`src/rtl/sipo_pkg.sv`:
```
// rtl/sipo_pkg.sv - shared types, constants and helpers for the sipo_deser deserializer
package sipo_pkg;

  typedef enum logic {
    ORDER_MSB = 1'b0,
    ORDER_LSB = 1'b1
  } bit_order_e;

  // XOR over data bits plus parity bit that a good frame must produce
  localparam logic PARITY_EVEN = 1'b0;

  function automatic int cnt_width(input int width);
    return $clog2(width + 1);
  endfunction

endpackage

```
`src/rtl/sipo_out_slot.sv`:
```
// rtl/sipo_out_slot.sv - single-entry valid/ready holding register with sticky overrun flag
module sipo_out_slot
  import sipo_pkg::*;
#(
  parameter int WIDTH = 8
) (
  input  logic             clk,
  input  logic             rst,
  input  logic [WIDTH-1:0] word,
  input  logic             word_perr,
  input  logic             push,
  input  logic             q_ready,
  input  logic             clear_ovr,
  output logic [WIDTH-1:0] Q,
  output logic             q_valid,
  output logic             overrun,
  output logic             parity_err
);

  logic [WIDTH-1:0] word_q, word_d;
  logic             valid_q, valid_d;
  logic             ovr_q, ovr_d;
  logic             perr_q, perr_d;
  logic             slot_free;

  always_comb begin
    slot_free = !valid_q || q_ready;
    word_d    = word_q;
    valid_d   = valid_q;
    perr_d    = perr_q;
    ovr_d     = ovr_q && !clear_ovr;
    // A drop on the same edge as clear_ovr must still be reported, so set wins
    if (push) begin
      if (slot_free) begin
        word_d  = word;
        valid_d = 1'b1;
        perr_d  = word_perr;
      end else begin
        ovr_d = 1'b1;
      end
    end else if (valid_q && q_ready) begin
      valid_d = 1'b0;
    end
  end

  always_ff @(posedge clk) begin
    if (rst) begin
      word_q  <= '0;
      valid_q <= 1'b0;
      ovr_q   <= 1'b0;
      perr_q  <= 1'b0;
    end else begin
      word_q  <= word_d;
      valid_q <= valid_d;
      ovr_q   <= ovr_d;
      perr_q  <= perr_d;
    end
  end

  assign Q          = word_q;
  assign q_valid    = valid_q;
  assign overrun    = ovr_q;
  assign parity_err = perr_q;

endmodule

```
`src/rtl/sipo_deser.sv`:
```
// rtl/sipo_deser.sv - serial-in/parallel-out deserializer; SIPO_DESER_PARITY_EN adds a trailing even-parity bit per frame
module sipo_deser
  import sipo_pkg::*;
#(
  parameter  int WIDTH = 8,
  localparam int CNT_W = cnt_width(WIDTH)
) (
  input  logic             clk,
  input  logic             rst,
  input  logic             Din,
  input  logic             din_valid,
  input  logic             msb_first,
  input  logic             clear_ovr,
  output logic [WIDTH-1:0] Q,
  output logic             q_valid,
  input  logic             q_ready,
  output logic             overrun,
  output logic [CNT_W-1:0] bit_cnt,
  output logic             parity_err
);

`ifdef SIPO_DESER_PARITY_EN
  localparam int FRAME_LAST = WIDTH;
`else
  localparam int FRAME_LAST = WIDTH - 1;
`endif
  localparam logic [CNT_W-1:0] LAST_CNT = CNT_W'(FRAME_LAST);

  logic [WIDTH-1:0] sr_q, sr_d;
  logic [CNT_W-1:0] cnt_q, cnt_d;
  bit_order_e       order_q, order_d;
  bit_order_e       cur_order;
  logic [WIDTH-1:0] sr_shift;
  logic [WIDTH-1:0] word;
  logic             word_perr;
  logic             push;

  always_comb begin
    // The first bit of a word uses the live msb_first; later bits use the latched order
    if (cnt_q == '0) begin
      cur_order = msb_first ? ORDER_MSB : ORDER_LSB;
    end else begin
      cur_order = order_q;
    end
    if (cur_order == ORDER_MSB) begin
      sr_shift = {sr_q[WIDTH-2:0], Din};
    end else begin
      sr_shift = {Din, sr_q[WIDTH-1:1]};
    end

    sr_d    = sr_q;
    cnt_d   = cnt_q;
    order_d = order_q;
    push    = 1'b0;
`ifdef SIPO_DESER_PARITY_EN
    word      = sr_q;
    word_perr = ((^sr_q) ^ Din) != PARITY_EVEN;
`else
    word      = sr_shift;
    word_perr = 1'b0;
`endif

    if (din_valid) begin
      order_d = cur_order;
      if (cnt_q == LAST_CNT) begin
        cnt_d = '0;
        push  = 1'b1;
      end else begin
        cnt_d = cnt_q + 1'b1;
      end
`ifdef SIPO_DESER_PARITY_EN
      if (cnt_q != LAST_CNT) begin
        sr_d = sr_shift;
      end
`else
      sr_d = sr_shift;
`endif
    end
  end

  always_ff @(posedge clk) begin
    if (rst) begin
      sr_q    <= '0;
      cnt_q   <= '0;
      order_q <= ORDER_MSB;
    end else begin
      sr_q    <= sr_d;
      cnt_q   <= cnt_d;
      order_q <= order_d;
    end
  end

  assign bit_cnt = cnt_q;

  sipo_out_slot #(
    .WIDTH(WIDTH)
  ) u_slot (
    .clk       (clk),
    .rst       (rst),
    .word      (word),
    .word_perr (word_perr),
    .push      (push),
    .q_ready   (q_ready),
    .clear_ovr (clear_ovr),
    .Q         (Q),
    .q_valid   (q_valid),
    .overrun   (overrun),
    .parity_err(parity_err)
  );

endmodule

```
`config.mk`:
```
export PLATFORM = sky130hd
export DESIGN_NAME = sipo_deser
export DESIGN_NICKNAME = d
export VERILOG_FILES = /design/src/rtl/sipo_pkg.sv /design/src/rtl/sipo_out_slot.sv /design/src/rtl/sipo_deser.sv
export SDC_FILE = /design/constraint.sdc
export NUM_CORES = 1
export LEC_CHECK = 0
export BUFFER_PORTS_ARGS = -buffer_cell sky130_fd_sc_hd__buf_4
export CAP_MARGIN = 20
export CORE_MARGIN = 3
export CORE_UTILIZATION = 53
export CTS_CLUSTER_SIZE = 28
export DETAILED_ROUTE_END_ITERATION = 10
export PLACE_DENSITY = 0.84
export SYNTH_ARGS = -nofsm -noshare
export SYNTH_HDL_FRONTEND = slang
export SYNTH_SLANG_ARGS = --single-unit
```
`constraint.sdc`:
```
create_clock -name clk -period 1.7 [get_ports clk]
set_clock_uncertainty 0.15 [all_clocks]
set_input_delay 0.255 -clock clk [delete_from_list [all_inputs] [get_ports clk]]
set_output_delay 0.255 -clock clk [all_outputs]
set_load 0.005 [all_outputs]
```
## Yosys cells after proc, flatten, opt, wreduce, memory -nomap -nowiden

Index checks and enable logic that the tools add are counted.

| storage, ports and cells | value |
|---|---|
| bits in registers | 23 |
| bits of input ports | 7 |
| output and inout bits | 15 |

| cells by class | value |
|---|---|
| add/subtract/negate cells | 1 |
| equal/unequal tests | 2 |
| multiplexer cells | 11 |
| reduce and logical (&&, ||, !) cells | 9 |

Operator list:

| kind | number |
|---|---|
| 1-bit two-way mux | 9 |
| 8-bit two-way mux | 1 |
| 4-bit by 1-bit adder with 4-bit output (second input constant) | 1 |
| 4-bit by 3-bit equality test with 1-bit output (second input constant) | 1 |
| 4-bit logical NOT | 1 |
| 4-bit two-way mux | 1 |
| 2-bit AND reduction | 2 |
| 1-bit logical AND | 2 |
| 1-bit logical NOT | 2 |
| 2-bit by 1-bit != test with 1-bit output (second input constant) | 1 |
| 2-bit nonzero test | 1 |
| 1-bit logical OR | 1 |

## Logic depth before layout (Yosys ltp)

| depth | value |
|---|---|
| depth in word-level cells | 5 |
| gate-level depth with buffers | 6 |

## By module

From an unflattened synthesis, not the netlist that was laid out.

| second synthesis, totals | value |
|---|---|
| cell total of the unflattened synthesis | 148 |
| area, all modules | 1342.5 µm² |

Modules (own cells, without submodules):

| module | times used | cells each | area each (µm²) | seq. area each (µm²) |
|---|---|---|---|---|
| sipo_deser | 1 | 100 | 855.8 | 260.2 |
| sipo_out_slot | 1 | 48 | 486.7 | 220.2 |

## Least setup slack after synthesis

Ideal clock, no wire load.

| timing | value |
|---|---|
| kind | flip-flop to flip-flop |
| start point | register cnt_q[0] (netlist: bit_cnt[0]) |
| end point | register sr_q[7] |
| setup time | 74 ps |
| data arrival time | 1359 ps |
| setup slack | 118 ps |
| cell stages (with the launch flop) | 7 |
| path buffers | 1 |
| period minus slack after synthesis | 1582 ps |
| path through | dfxtp_1 -> inv_1 -> ha_1 -> nor3b_2 -> buf_6 -> mux2_4 -> o22ai_2 |

| on the way | value |
|---|---|
| cells in the longest elaborated chain, start to end | 3 |

Ends and longest elaborated chain:

| element | RTL line | source |
|---|---|---|
| start: declaration | sipo_deser.sv:30 | `logic [CNT_W-1:0] cnt_q, cnt_d;` |
| start signal: assignment | sipo_deser.sv:88 | `cnt_q <= cnt_d;` |
| 4-bit logical NOT | sipo_deser.sv:40 | `if (cnt_q == '0) begin` |
| 1-bit two-way mux | sipo_deser.sv:40 |  |
| 8-bit two-way mux | sipo_deser.sv:45 | `if (cur_order == ORDER_MSB) begin` |
| end signal: assignment | sipo_deser.sv:87 | `sr_q <= sr_d;` |
| end: declaration | sipo_deser.sv:29 | `logic [WIDTH-1:0] sr_q, sr_d;` |

No other way between the ends.
A chain may end at the register's enable or synchronous reset.

## Worst setup path after layout

| timing | value |
|---|---|
| start point | register cnt_q[1] (netlist: bit_cnt[1]) |
| end point | register u_slot.word_q[3] (netlist: u_slot.Q[3]) |

| on the way | value |
|---|---|
| cells in the longest elaborated chain, start to end | 4 |
| elaborated cells on any way between the ends | 7 |

Ends and longest elaborated chain:

| element | RTL line | source |
|---|---|---|
| 4-bit by 3-bit equality test with 1-bit output | sipo_deser.sv:65 | `if (cnt_q == LAST_CNT) begin` |
| 1-bit two-way mux | sipo_deser.sv:65 |  |
| 1-bit two-way mux | sipo_deser.sv:63 | `if (din_valid) begin` |
| 2-bit AND reduction (no line) | -- |  |
| end signal: assignment | sipo_out_slot.sv:53 | `word_q <= word_d;` |
| end: declaration | sipo_out_slot.sv:20 | `logic [WIDTH-1:0] word_q, word_d;` |

Parallel ways exist; a longest one is shown, timed or not.

==> impl_metrics.yaml <==
outcome:
  status: "finished clean"
placed_design:
  port_buffers: 20
  dp_cells: 162
  gp_congestion: 0.7532
  dpl.hpwl_mm: 1.861
  post-place-ws_ns: 0.09850
floorplan:
  die_x_um: 53.08
  die_area_mm2: 0.002817
  start_util_pct: 58.11
  fp.coreArea_mm2: 0.002022
  die_y_um: 53.08
  ios: 22
  fp-row-count: 16
critical_path:
  cp.required_ns: 1.81
  path_delay_family: "simple AND/OR/NAND/NOR gates"
  worstPathCellList: "buf_4 -> ha_1 -> and4b_1 -> nand3_2 -> o22ai_1"
  r2r_cells: 5
  worst_setup_path_end_kind: "flop"
  cp.buffers_inverters: 1
  cp.arrival_ns: 1.72
  cp_max_fo: 8
  worst-path-stages: 5
  setup.worst_path.start_class: "flop"
  worst_path_max_delay_cell: "dfxtp_1"
  crit_type: "flop to flop"
  cp_slowest_stage_delay_ns: 0.36
cells_and_area:
  multi_input_area_um2: 655.6
  final-seq-area_um2: 460.4
  fill_cells: 177
  layout_common_cells: "buf_4 (25), dfxtp_1 (23), mux2i_1 (17)"
  n_antenna_cell: 0
  fin_cells: 166
  fin_nets: 149
  syn_to_final_growth_pct: 17.36
  final_common_cell: "buf_4"
  drive_gt1_share_pct: 28.78
  final_util_pct: 68.19
clock_network:
  cts_sinks: 23
  hold_buffers: 0
  cts-htree-levels: 1
  insertion_delay_ns: 0.32
  max-clock-path-buffers: 2
  cts-root-buf: "clkbuf_4"
  cts_tree: "yes"
  clkSlewWorstSetupHoldPaths_ns: 0.14
  cts_resized: 0
  cts_setup_buffers: 0
  numCtsBuffers: 3
timing:
  slew_violations: 0
  whs_ns: 0.06256
  fmax_mhz: 619.0
  final.min_clock_period_ns: 1.616
  setup_ws_ns: 0.08440
  finalSetupViolCount: 0
  rsz0062_at_grt: "false"
  hold_viol_final: 0
  fin_setup_tns_ns: 0
  finalCritPeriodShare_pct: 95.04
synth:
  syn-instance-count: 117
  synth_fp_nets: 126
  syn_area_per_cell_um2: 10.04
  yosysTopAreaCellShare_pct: 39.19
  synth_area_leader_cell: "dfxtp_1"
  synth.area.top_cells: "dfxtp_1 (39%), mux2i_1 (14%), mux2_4 (10%), o22ai_1 (8.0%), nand2b_1 (4.8%)"
  synth-seq-cells: 23
  yosysWarningCount: 0
  yosysSeqAreaShare_pct: 39.19
  synthDistinctLibCells: 28
  netlist_area_mm2: 0.001175
power:
  p_leak_nw: 0.5637
  p_per_area_mw_per_mm2: 729.0
  ir_drop_mv: 0.3674
worst_hold_path:
  hold_depth: 4
  hold_class: "primary input to flop"
route:
  wirelength_mm: 2.611
  vias: 955
  viasPerCell: 5.753
  drcViolationCount: 0
  drt-pass1-iter-count: 4
  postRouteAntennaNets: 0
  avgRoutedWirePerCell_um: 15.73
  initialDrtViolationCount: 13
grt:
  globalRouteTotalUtil_pct: 20.75
  overflow: 0
  grt_pass1_wl_mm: 4.312
  antenna_found_initial: 0
  grt_pass1_vias: 919
  grt_max_degree: 18
job:
  drv_cap: 0
==> state kept, by name, summed over array words and instances, names as in the netlist <==
name	cells
order_q	1
sr_q	8
u_slot.Q	8
bit_cnt	4
u_slot.overrun	1
u_slot.q_valid	1
==> final cells by class <==
type / instances / share of cell area (%)
repair buffers: 25 / 13.61
well taps: 27 / 2.450
clock inverters: 1 / 0.5445
flip-flops and latches: 23 / 33.39
multi-input cells: 84 / 47.55
clock buffers: 3 / 1.633
inverters: 3 / 0.8167
==> routing by layer <==
| metal | vias to the layer above | global-route usage, % | part of all wire [%] |
|---|---|---|---|
| li1 | 463 | - | - |
| met5 | - | 0 | 0 |
| met1 | 466 | 24.62 | 43 |
| met4 | 0 | 6.383 | 0.27 |
| met2 | 24 | 38.22 | 52 |
| met3 | 2 | 2.535 | 4.8 |
==> cells by family after synthesis <==
| kind of cell | share of synthesized area, % |
|---|---|
| simple gates | 15.65 |
| other cells | 0.3192 |
| buf+inv | 5.005 |
| fa+ha+maj | 2.130 |
| xor+xnor | 1.491 |
| compound gates | 11.50 |
| flops | 39.19 |
| mux | 24.71 |
==> synthesized netlist by cell type, drive strengths merged <==
master  count
nor2b       2
nand4       1
nand2b      9
conb        1
o22ai      16
nand2      11
mux2        8
nor3b       1
a311oi      1
buf         6
and4b       1
mux2i      17
nor2        4
clkinv      1
xor2        1
inv         2
nand4b      1
ha          2
xnor2       1
clkbuf      1
or3         1
nor3        1
dfxtp      23
nand3       1
a21oi       4
==> worst reg2reg max path, delay by kind of cell (launching register included) <==
family,cells,cell delay [ns]
simple gates,2,0.50
compound gates,1,0.22
fa+ha+maj,1,0.21
flops,1,0.36
buf+inv,1,0.13
==> stage by stage <==
step	power (mW)	area (um^2)
2_1_floorplan	0.7038	1175
3_3_place_gp	0.7375	1349
3_5_place_dp	0.7487	1349
4_1_cts	1.008	1379
5_1_grt	1.046	1379
6_report	1.005	1379
==> where the power goes <==
group	total (mW)	internal, mW	switching [mW]
clock network	0.268	0.0898	0.179
registers	0.570	0.552	0.0186
logic	0.166	0.0881	0.0783
total	1.01	0.730	0.275
==> path summary, 6_finish.rpt <==
kind	slack, ns	from	endpoint
worst max-delay path	0.08	bit_cnt[1]	u_slot.Q[3]
worst min-delay path	0.06	clear_ovr	u_slot.overrun
worst max register to register	0.08	bit_cnt[1]	u_slot.Q[3]
worst min register to register	0.33	u_slot.Q[0]	u_slot.Q[0]
Power figures use the tool's default switching activity.
